<file path="src/rtl/mem_arbiter_if.sv">
// Requester-port and shared-memory signal bundle for mem_arbiter.
interface mem_arbiter_if #(
   parameter int unsigned WIDTH = 32,
   parameter int unsigned ADDR  = 8
) ();
   logic             a_valid, b_valid;
   logic             a_wrbar, b_wrbar;
   logic [ADDR-1:0]  a_addr, b_addr;
   logic [WIDTH-1:0] a_wdata, b_wdata;
   logic             a_ready, b_ready;
   logic [WIDTH-1:0] a_rdata, b_rdata;
   logic             a_err, b_err;
   logic             mem_valid, mem_wrbar;
   logic [ADDR-1:0]  mem_addr;
   logic [WIDTH-1:0] mem_wdata;
   logic [WIDTH-1:0] mem_rdata;
   logic             mem_ready;

   // Arbiter view.
   modport slave (
      input  a_valid, b_valid, a_wrbar, b_wrbar, a_addr, b_addr, a_wdata, b_wdata,
      input  mem_rdata, mem_ready,
      output a_ready, b_ready, a_rdata, b_rdata, a_err, b_err,
      output mem_valid, mem_wrbar, mem_addr, mem_wdata
   );

   // Requesters plus memory, i.e. everything around the arbiter.
   modport master (
      output a_valid, b_valid, a_wrbar, b_wrbar, a_addr, b_addr, a_wdata, b_wdata,
      output mem_rdata, mem_ready,
      input  a_ready, b_ready, a_rdata, b_rdata, a_err, b_err,
      input  mem_valid, mem_wrbar, mem_addr, mem_wdata
   );
endinterface

</file>
<file path="src/rtl/mem_arbiter.sv">
// Two-port round-robin arbiter onto a single shared memory with response timeout.
// One transaction outstanding at a time: IDLE -> ISSUE -> RESP -> IDLE.
module mem_arbiter #(
   parameter int unsigned WIDTH = 32,
   parameter int unsigned ADDR  = 8,
   parameter int unsigned TMO   = 16
) (
   input logic          clk,
   input logic          rst_n,
   mem_arbiter_if.slave bus
);
   typedef enum logic [1:0] {StIdle, StIssue, StResp} state_e;

   localparam logic [7:0] CntLast = 8'(TMO - 1);

   state_e           state_q, state_d;
   logic             owner_q, owner_d;   // 0 = A, 1 = B
   logic             last_q, last_d;     // last granted port, 1 = B
   logic [7:0]       cnt_q, cnt_d;
   logic             wrbar_q, wrbar_d;
   logic [ADDR-1:0]  addr_q, addr_d;
   logic [WIDTH-1:0] wdata_q, wdata_d;
   logic [WIDTH-1:0] a_rdata_q, a_rdata_d;
   logic [WIDTH-1:0] b_rdata_q, b_rdata_d;
   logic             err_q, err_d;
   logic             grant_b;

   // Round-robin pick: a lone requester wins; on a tie the port not granted last wins.
   always_comb begin
      if (bus.a_valid && bus.b_valid) begin
         grant_b = ~last_q;
      end else begin
         grant_b = bus.b_valid;
      end
   end

   // Next-state and datapath updates.
   always_comb begin
      state_d   = state_q;
      owner_d   = owner_q;
      last_d    = last_q;
      cnt_d     = cnt_q;
      wrbar_d   = wrbar_q;
      addr_d    = addr_q;
      wdata_d   = wdata_q;
      a_rdata_d = a_rdata_q;
      b_rdata_d = b_rdata_q;
      err_d     = err_q;
      unique case (state_q)
         StIdle: begin
            if (bus.a_valid || bus.b_valid) begin
               owner_d = grant_b;
               wrbar_d = grant_b ? bus.b_wrbar : bus.a_wrbar;
               addr_d  = grant_b ? bus.b_addr  : bus.a_addr;
               wdata_d = grant_b ? bus.b_wdata : bus.a_wdata;
               cnt_d   = '0;
               state_d = StIssue;
            end
         end
         StIssue: begin
            if (bus.mem_ready) begin
               if (!wrbar_q) begin
                  if (owner_q) begin
                     b_rdata_d = bus.mem_rdata;
                  end else begin
                     a_rdata_d = bus.mem_rdata;
                  end
               end
               err_d   = 1'b0;
               state_d = StResp;
            end else if (cnt_q == CntLast) begin
               // Timed out: complete with error, rdata left untouched.
               err_d   = 1'b1;
               state_d = StResp;
            end else begin
               cnt_d = cnt_q + 8'd1;
            end
         end
         StResp: begin
            last_d  = owner_q;
            state_d = StIdle;
         end
         default: state_d = StIdle;
      endcase
   end

   // State registers; reset leaves B as last grant so A is favoured first.
   always_ff @(posedge clk or negedge rst_n) begin
      if (!rst_n) begin
         state_q   <= StIdle;
         owner_q   <= 1'b0;
         last_q    <= 1'b1;
         cnt_q     <= '0;
         wrbar_q   <= 1'b0;
         addr_q    <= '0;
         wdata_q   <= '0;
         a_rdata_q <= '0;
         b_rdata_q <= '0;
         err_q     <= 1'b0;
      end else begin
         state_q   <= state_d;
         owner_q   <= owner_d;
         last_q    <= last_d;
         cnt_q     <= cnt_d;
         wrbar_q   <= wrbar_d;
         addr_q    <= addr_d;
         wdata_q   <= wdata_d;
         a_rdata_q <= a_rdata_d;
         b_rdata_q <= b_rdata_d;
         err_q     <= err_d;
      end
   end

   assign bus.mem_valid = (state_q == StIssue);
   assign bus.mem_wrbar = wrbar_q;
   assign bus.mem_addr  = addr_q;
   assign bus.mem_wdata = wdata_q;
   assign bus.a_ready   = (state_q == StResp) && !owner_q;
   assign bus.b_ready   = (state_q == StResp) && owner_q;
   assign bus.a_err     = bus.a_ready && err_q;
   assign bus.b_err     = bus.b_ready && err_q;
   assign bus.a_rdata   = a_rdata_q;
   assign bus.b_rdata   = b_rdata_q;
endmodule

</file>
<file path="src/flat_wrapper.sv">
// flat-port wrapper written by rule: the top's interface ports become plain ports
module mem_arbiter_flat 
#(
   parameter int unsigned WIDTH = 32,
   parameter int unsigned ADDR  = 8,
   parameter int unsigned TMO   = 16
)
  (clk, rst_n, bus_a_valid, bus_b_valid, bus_a_wrbar, bus_b_wrbar, bus_a_addr, bus_b_addr, bus_a_wdata, bus_b_wdata, bus_mem_rdata, bus_mem_ready, bus_a_ready, bus_b_ready, bus_a_rdata, bus_b_rdata, bus_a_err, bus_b_err, bus_mem_valid, bus_mem_wrbar, bus_mem_addr, bus_mem_wdata);
  mem_arbiter_if #(.WIDTH(WIDTH), .ADDR(ADDR)) bus_i ();
  input logic clk;
  input logic rst_n;
  input wire logic [$bits(bus_i.a_valid)-1:0] bus_a_valid;
  input wire logic [$bits(bus_i.b_valid)-1:0] bus_b_valid;
  input wire logic [$bits(bus_i.a_wrbar)-1:0] bus_a_wrbar;
  input wire logic [$bits(bus_i.b_wrbar)-1:0] bus_b_wrbar;
  input wire logic [$bits(bus_i.a_addr)-1:0] bus_a_addr;
  input wire logic [$bits(bus_i.b_addr)-1:0] bus_b_addr;
  input wire logic [$bits(bus_i.a_wdata)-1:0] bus_a_wdata;
  input wire logic [$bits(bus_i.b_wdata)-1:0] bus_b_wdata;
  input wire logic [$bits(bus_i.mem_rdata)-1:0] bus_mem_rdata;
  input wire logic [$bits(bus_i.mem_ready)-1:0] bus_mem_ready;
  output wire logic [$bits(bus_i.a_ready)-1:0] bus_a_ready;
  output wire logic [$bits(bus_i.b_ready)-1:0] bus_b_ready;
  output wire logic [$bits(bus_i.a_rdata)-1:0] bus_a_rdata;
  output wire logic [$bits(bus_i.b_rdata)-1:0] bus_b_rdata;
  output wire logic [$bits(bus_i.a_err)-1:0] bus_a_err;
  output wire logic [$bits(bus_i.b_err)-1:0] bus_b_err;
  output wire logic [$bits(bus_i.mem_valid)-1:0] bus_mem_valid;
  output wire logic [$bits(bus_i.mem_wrbar)-1:0] bus_mem_wrbar;
  output wire logic [$bits(bus_i.mem_addr)-1:0] bus_mem_addr;
  output wire logic [$bits(bus_i.mem_wdata)-1:0] bus_mem_wdata;
  assign bus_i.a_valid = bus_a_valid;
  assign bus_i.b_valid = bus_b_valid;
  assign bus_i.a_wrbar = bus_a_wrbar;
  assign bus_i.b_wrbar = bus_b_wrbar;
  assign bus_i.a_addr = bus_a_addr;
  assign bus_i.b_addr = bus_b_addr;
  assign bus_i.a_wdata = bus_a_wdata;
  assign bus_i.b_wdata = bus_b_wdata;
  assign bus_i.mem_rdata = bus_mem_rdata;
  assign bus_i.mem_ready = bus_mem_ready;
  assign bus_a_ready = bus_i.a_ready;
  assign bus_b_ready = bus_i.b_ready;
  assign bus_a_rdata = bus_i.a_rdata;
  assign bus_b_rdata = bus_i.b_rdata;
  assign bus_a_err = bus_i.a_err;
  assign bus_b_err = bus_i.b_err;
  assign bus_mem_valid = bus_i.mem_valid;
  assign bus_mem_wrbar = bus_i.mem_wrbar;
  assign bus_mem_addr = bus_i.mem_addr;
  assign bus_mem_wdata = bus_i.mem_wdata;
  mem_arbiter #(.WIDTH(WIDTH), .ADDR(ADDR), .TMO(TMO)) u_core (.clk(clk), .rst_n(rst_n), .bus(bus_i));
endmodule
</file>
<file path="config.mk">
export PLATFORM = sky130hd
export DESIGN_NAME = mem_arbiter_flat
export DESIGN_NICKNAME = d
export VERILOG_FILES = /design/src/rtl/mem_arbiter_if.sv /design/src/rtl/mem_arbiter.sv /design/src/flat_wrapper.sv
export SDC_FILE = /design/constraint.sdc
export NUM_CORES = 1
export LEC_CHECK = 0
export BUFFER_PORTS_ARGS = -buffer_cell sky130_fd_sc_hd__buf_2
export CAP_MARGIN = 20
export CORE_MARGIN = 5
export CORE_UTILIZATION = 45
export CTS_CLUSTER_SIZE = 14
export DETAILED_ROUTE_END_ITERATION = 8
export GPL_ROUTABILITY_DRIVEN = 0
export PLACE_DENSITY = 0.84
export SKIP_CTS_REPAIR_TIMING = 1
export SLEW_MARGIN = 10
export SYNTH_ARGS = -nofsm -noshare
export SYNTH_HDL_FRONTEND = slang
export SYNTH_SLANG_ARGS = --single-unit
</file>
<file path="constraint.sdc">
create_clock -name clk -period 2.32 [get_ports clk]
set_clock_uncertainty 0.05 [all_clocks]
set_input_delay 0.232 -clock clk [delete_from_list [all_inputs] [get_ports clk]]
set_output_delay 0.232 -clock clk [all_outputs]
set_load 0.01 [all_outputs]
</file>
==> out/results.ini <==
[floorplan]
die_w_um=116
initial_core_util_pct=46.4
core_area_um2=10900
fp.dieH_um=116
rows=38
dieArea_um2=13500
top_level_ports=229

[synth]
synth_edf_count=0
ys.flop_type=dfrtp_1
synthTopCellsByCount=dfrtp_1 (117), o21ai_0 (47), nand2_1 (45)
yosysMostFrequentCell=dfrtp_1
yosysTopAreaCellShare_pct=57.8
avgSynthCellArea_um2=13.1
async_reset_ff_share_pct=100
synthCells=387
netlist_area_um2=5070
ys_top_cells_by_area=dfrtp_1 (58%), mux2_4 (8.9%), mux2i_1 (8.1%)
synthDistinctLibCells=40
seq_area_frac_synth_pct=58.3
yosys_warnings=0
syn-num-nets=507
yosys.area.top_type=dfrtp_1
ys_ff_latch=118

[critical_path]
crit_path_start_kind=flip-flop
r2r_cells=5
worstPathRequired_ns=2.56
critical_path_class=reg -> reg
end_kind=flip-flop
arrival_ns=2.19
ff2ff_setup_slack_ns=0.37
crit_fanout=32

[grt]
first_global_vias=4046
antenna_found_initial=0
grt_start_max_net_pins=82
grt-ovfl-total=0
grt.total_usage_pct=19.2
grt_pass1_wl_um=19900

[clock_tree]
root_buffer=clkbuf_16
cts_sinks=118
cts_htree_levels=4
clkSlewWorstSetupHoldPaths_ns=0.05
cts.path.max_buffers=2
cts_made_buffers=17
worstSkewPairLatency_ns=0.41
tritoncts=done

[sta]
finalHoldViolCount=0
rsz0062_at_grt=false
finalSetupViolations=0
period_needed_ns=1.95
slew-limit-headroom_pct=60.6
timing.hold.ws_ns=0.0172
layout_setup_ws_ns=0.373
tightestPinTransition_ns=0.591
max_freq_ghz=0.514
maxSlewViolCount=0
tns_ns=0
finalCritPeriodShare_pct=83.9

[worst_hold_path]
hp-class=in -> reg
min_path_cells=2

[route]
drt_first_iter_violations=236
ant_nets=0
dr_total_vias=3851
vias_per_cell=4.99
finalWirelength_um=12900
wl_per_cell_um=16.6
firstDrtPassIters=4
drc=0

[final_layout]
nNetsFinal=739
design_area_um2=6990
post-route-util_pct=63.9
instances_no_fill=772
syn2layout_area_growth_pct=37.9
diodes=0
layout-drive-gt1-share_pct=53.3

[placed_design]
hpwlAfterDp_um=9620
dpl-instance-area_um2=6370
io_buffers=228
place_ws_ns=0.372
placedCellCount=739

[power]
power-per-cell-area_nw_per_um2=1390
power.leakage_nw=3.66
vdd_drop_max_v=0.000744
p_total_mw=9.74

[job]
drv_cap=0

[outcome]
status=completed

==> placed cells by master, fill, tap and decap left out, drive strengths merged, types with 2 or more instances in the layout <==
master	instances
buf	236
dfrtp	117
mux2	65
o21ai	48
nand2	46
mux2i	41
clkbuf	23
nand3	6
nor2	5
clkinv	5
or3	4
inv	3
a21oi	3
bufinv	3
and2	2
nor3b	2
a21o	2
a31oi	2
nor2b	2
nor3	2
==> state kept, by name (all words and copies together) (netlist names) <==
signal                flops
u_core.bus.a_rdata       32
u_core.bus.mem_wdata     32
u_core.cnt_q              8
u_core.state_q            2
u_core.bus.mem_addr       8
u_core.owner_q            1
u_core.last_q             1
u_core.err_q              1
u_core.bus.b_rdata       32
u_core.bus.mem_wrbar      1
==> power breakdown <==
| part | switching [mW] | internal (mW) | leakage [nW] |
|---|---|---|---|
| logic | 1.75 | 1.73 | 1.91 |
| clock network | 0.878 | 1.79 | 0.303 |
| registers | 0.551 | 3.04 | 1.44 |
| total | 3.18 | 6.56 | 3.66 |
==> logic make-up after synthesis <==
group                      Yosys count  synth area share (%)
buffers and inverters               27                  3.38
adders and majority gates            1                 0.247
AOI/OAI and AO/OA                   62                  6.69
xor gates and xnor gates             1                 0.173
and+or+nand+nor                     72                  6.47
DFF                                118                  58.3
muxes                              106                  24.8
==> final timing paths <==
path                                         start                       to
setup / recovery                 u_core.state_q[1]   u_core.bus.b_rdata[12]
hold / removal                   bus_mem_rdata[10]   u_core.bus.a_rdata[10]
setup reg to reg                 u_core.state_q[1]   u_core.bus.b_rdata[12]
hold reg to reg            u_core.bus.mem_wdata[7]  u_core.bus.mem_wdata[7]
max in group asynchronous                    rst_n            u_core.last_q
min in group asynchronous                    rst_n   u_core.bus.b_rdata[30]
==> critical path, cell delays in order, from the launching register on <==
cell and delay, ns:
dfrtp_1 0.41, nor2b_2 0.16, nand2_2 0.09, or3_2 0.41, buf_4 0.31, mux2_4 0.37
==> metal layers <==
metal | up-vias | global-route usage [%] | wire length [um]
met3 | 33 | 5.49 | 1070
met4 | 0 | 9.44 | 345
met2 | 173 | 31.7 | 6350
li1 | 1828 | - | -
met5 | - | 0 | 0
met1 | 1817 | 23.1 | 5090
==> final cells by class <==
class / count / area [um2]
flip-flops and latches: 118 / 2950
fillers: 837 / 3950
clock buffers: 23 / 488
clock inverters: 9 / 123
repair buffers: 237 / 1260
multi-input cells: 242 / 1970
well taps: 140 / 175
inverters: 3 / 11.3
Power figures use the tool's default switching activity.
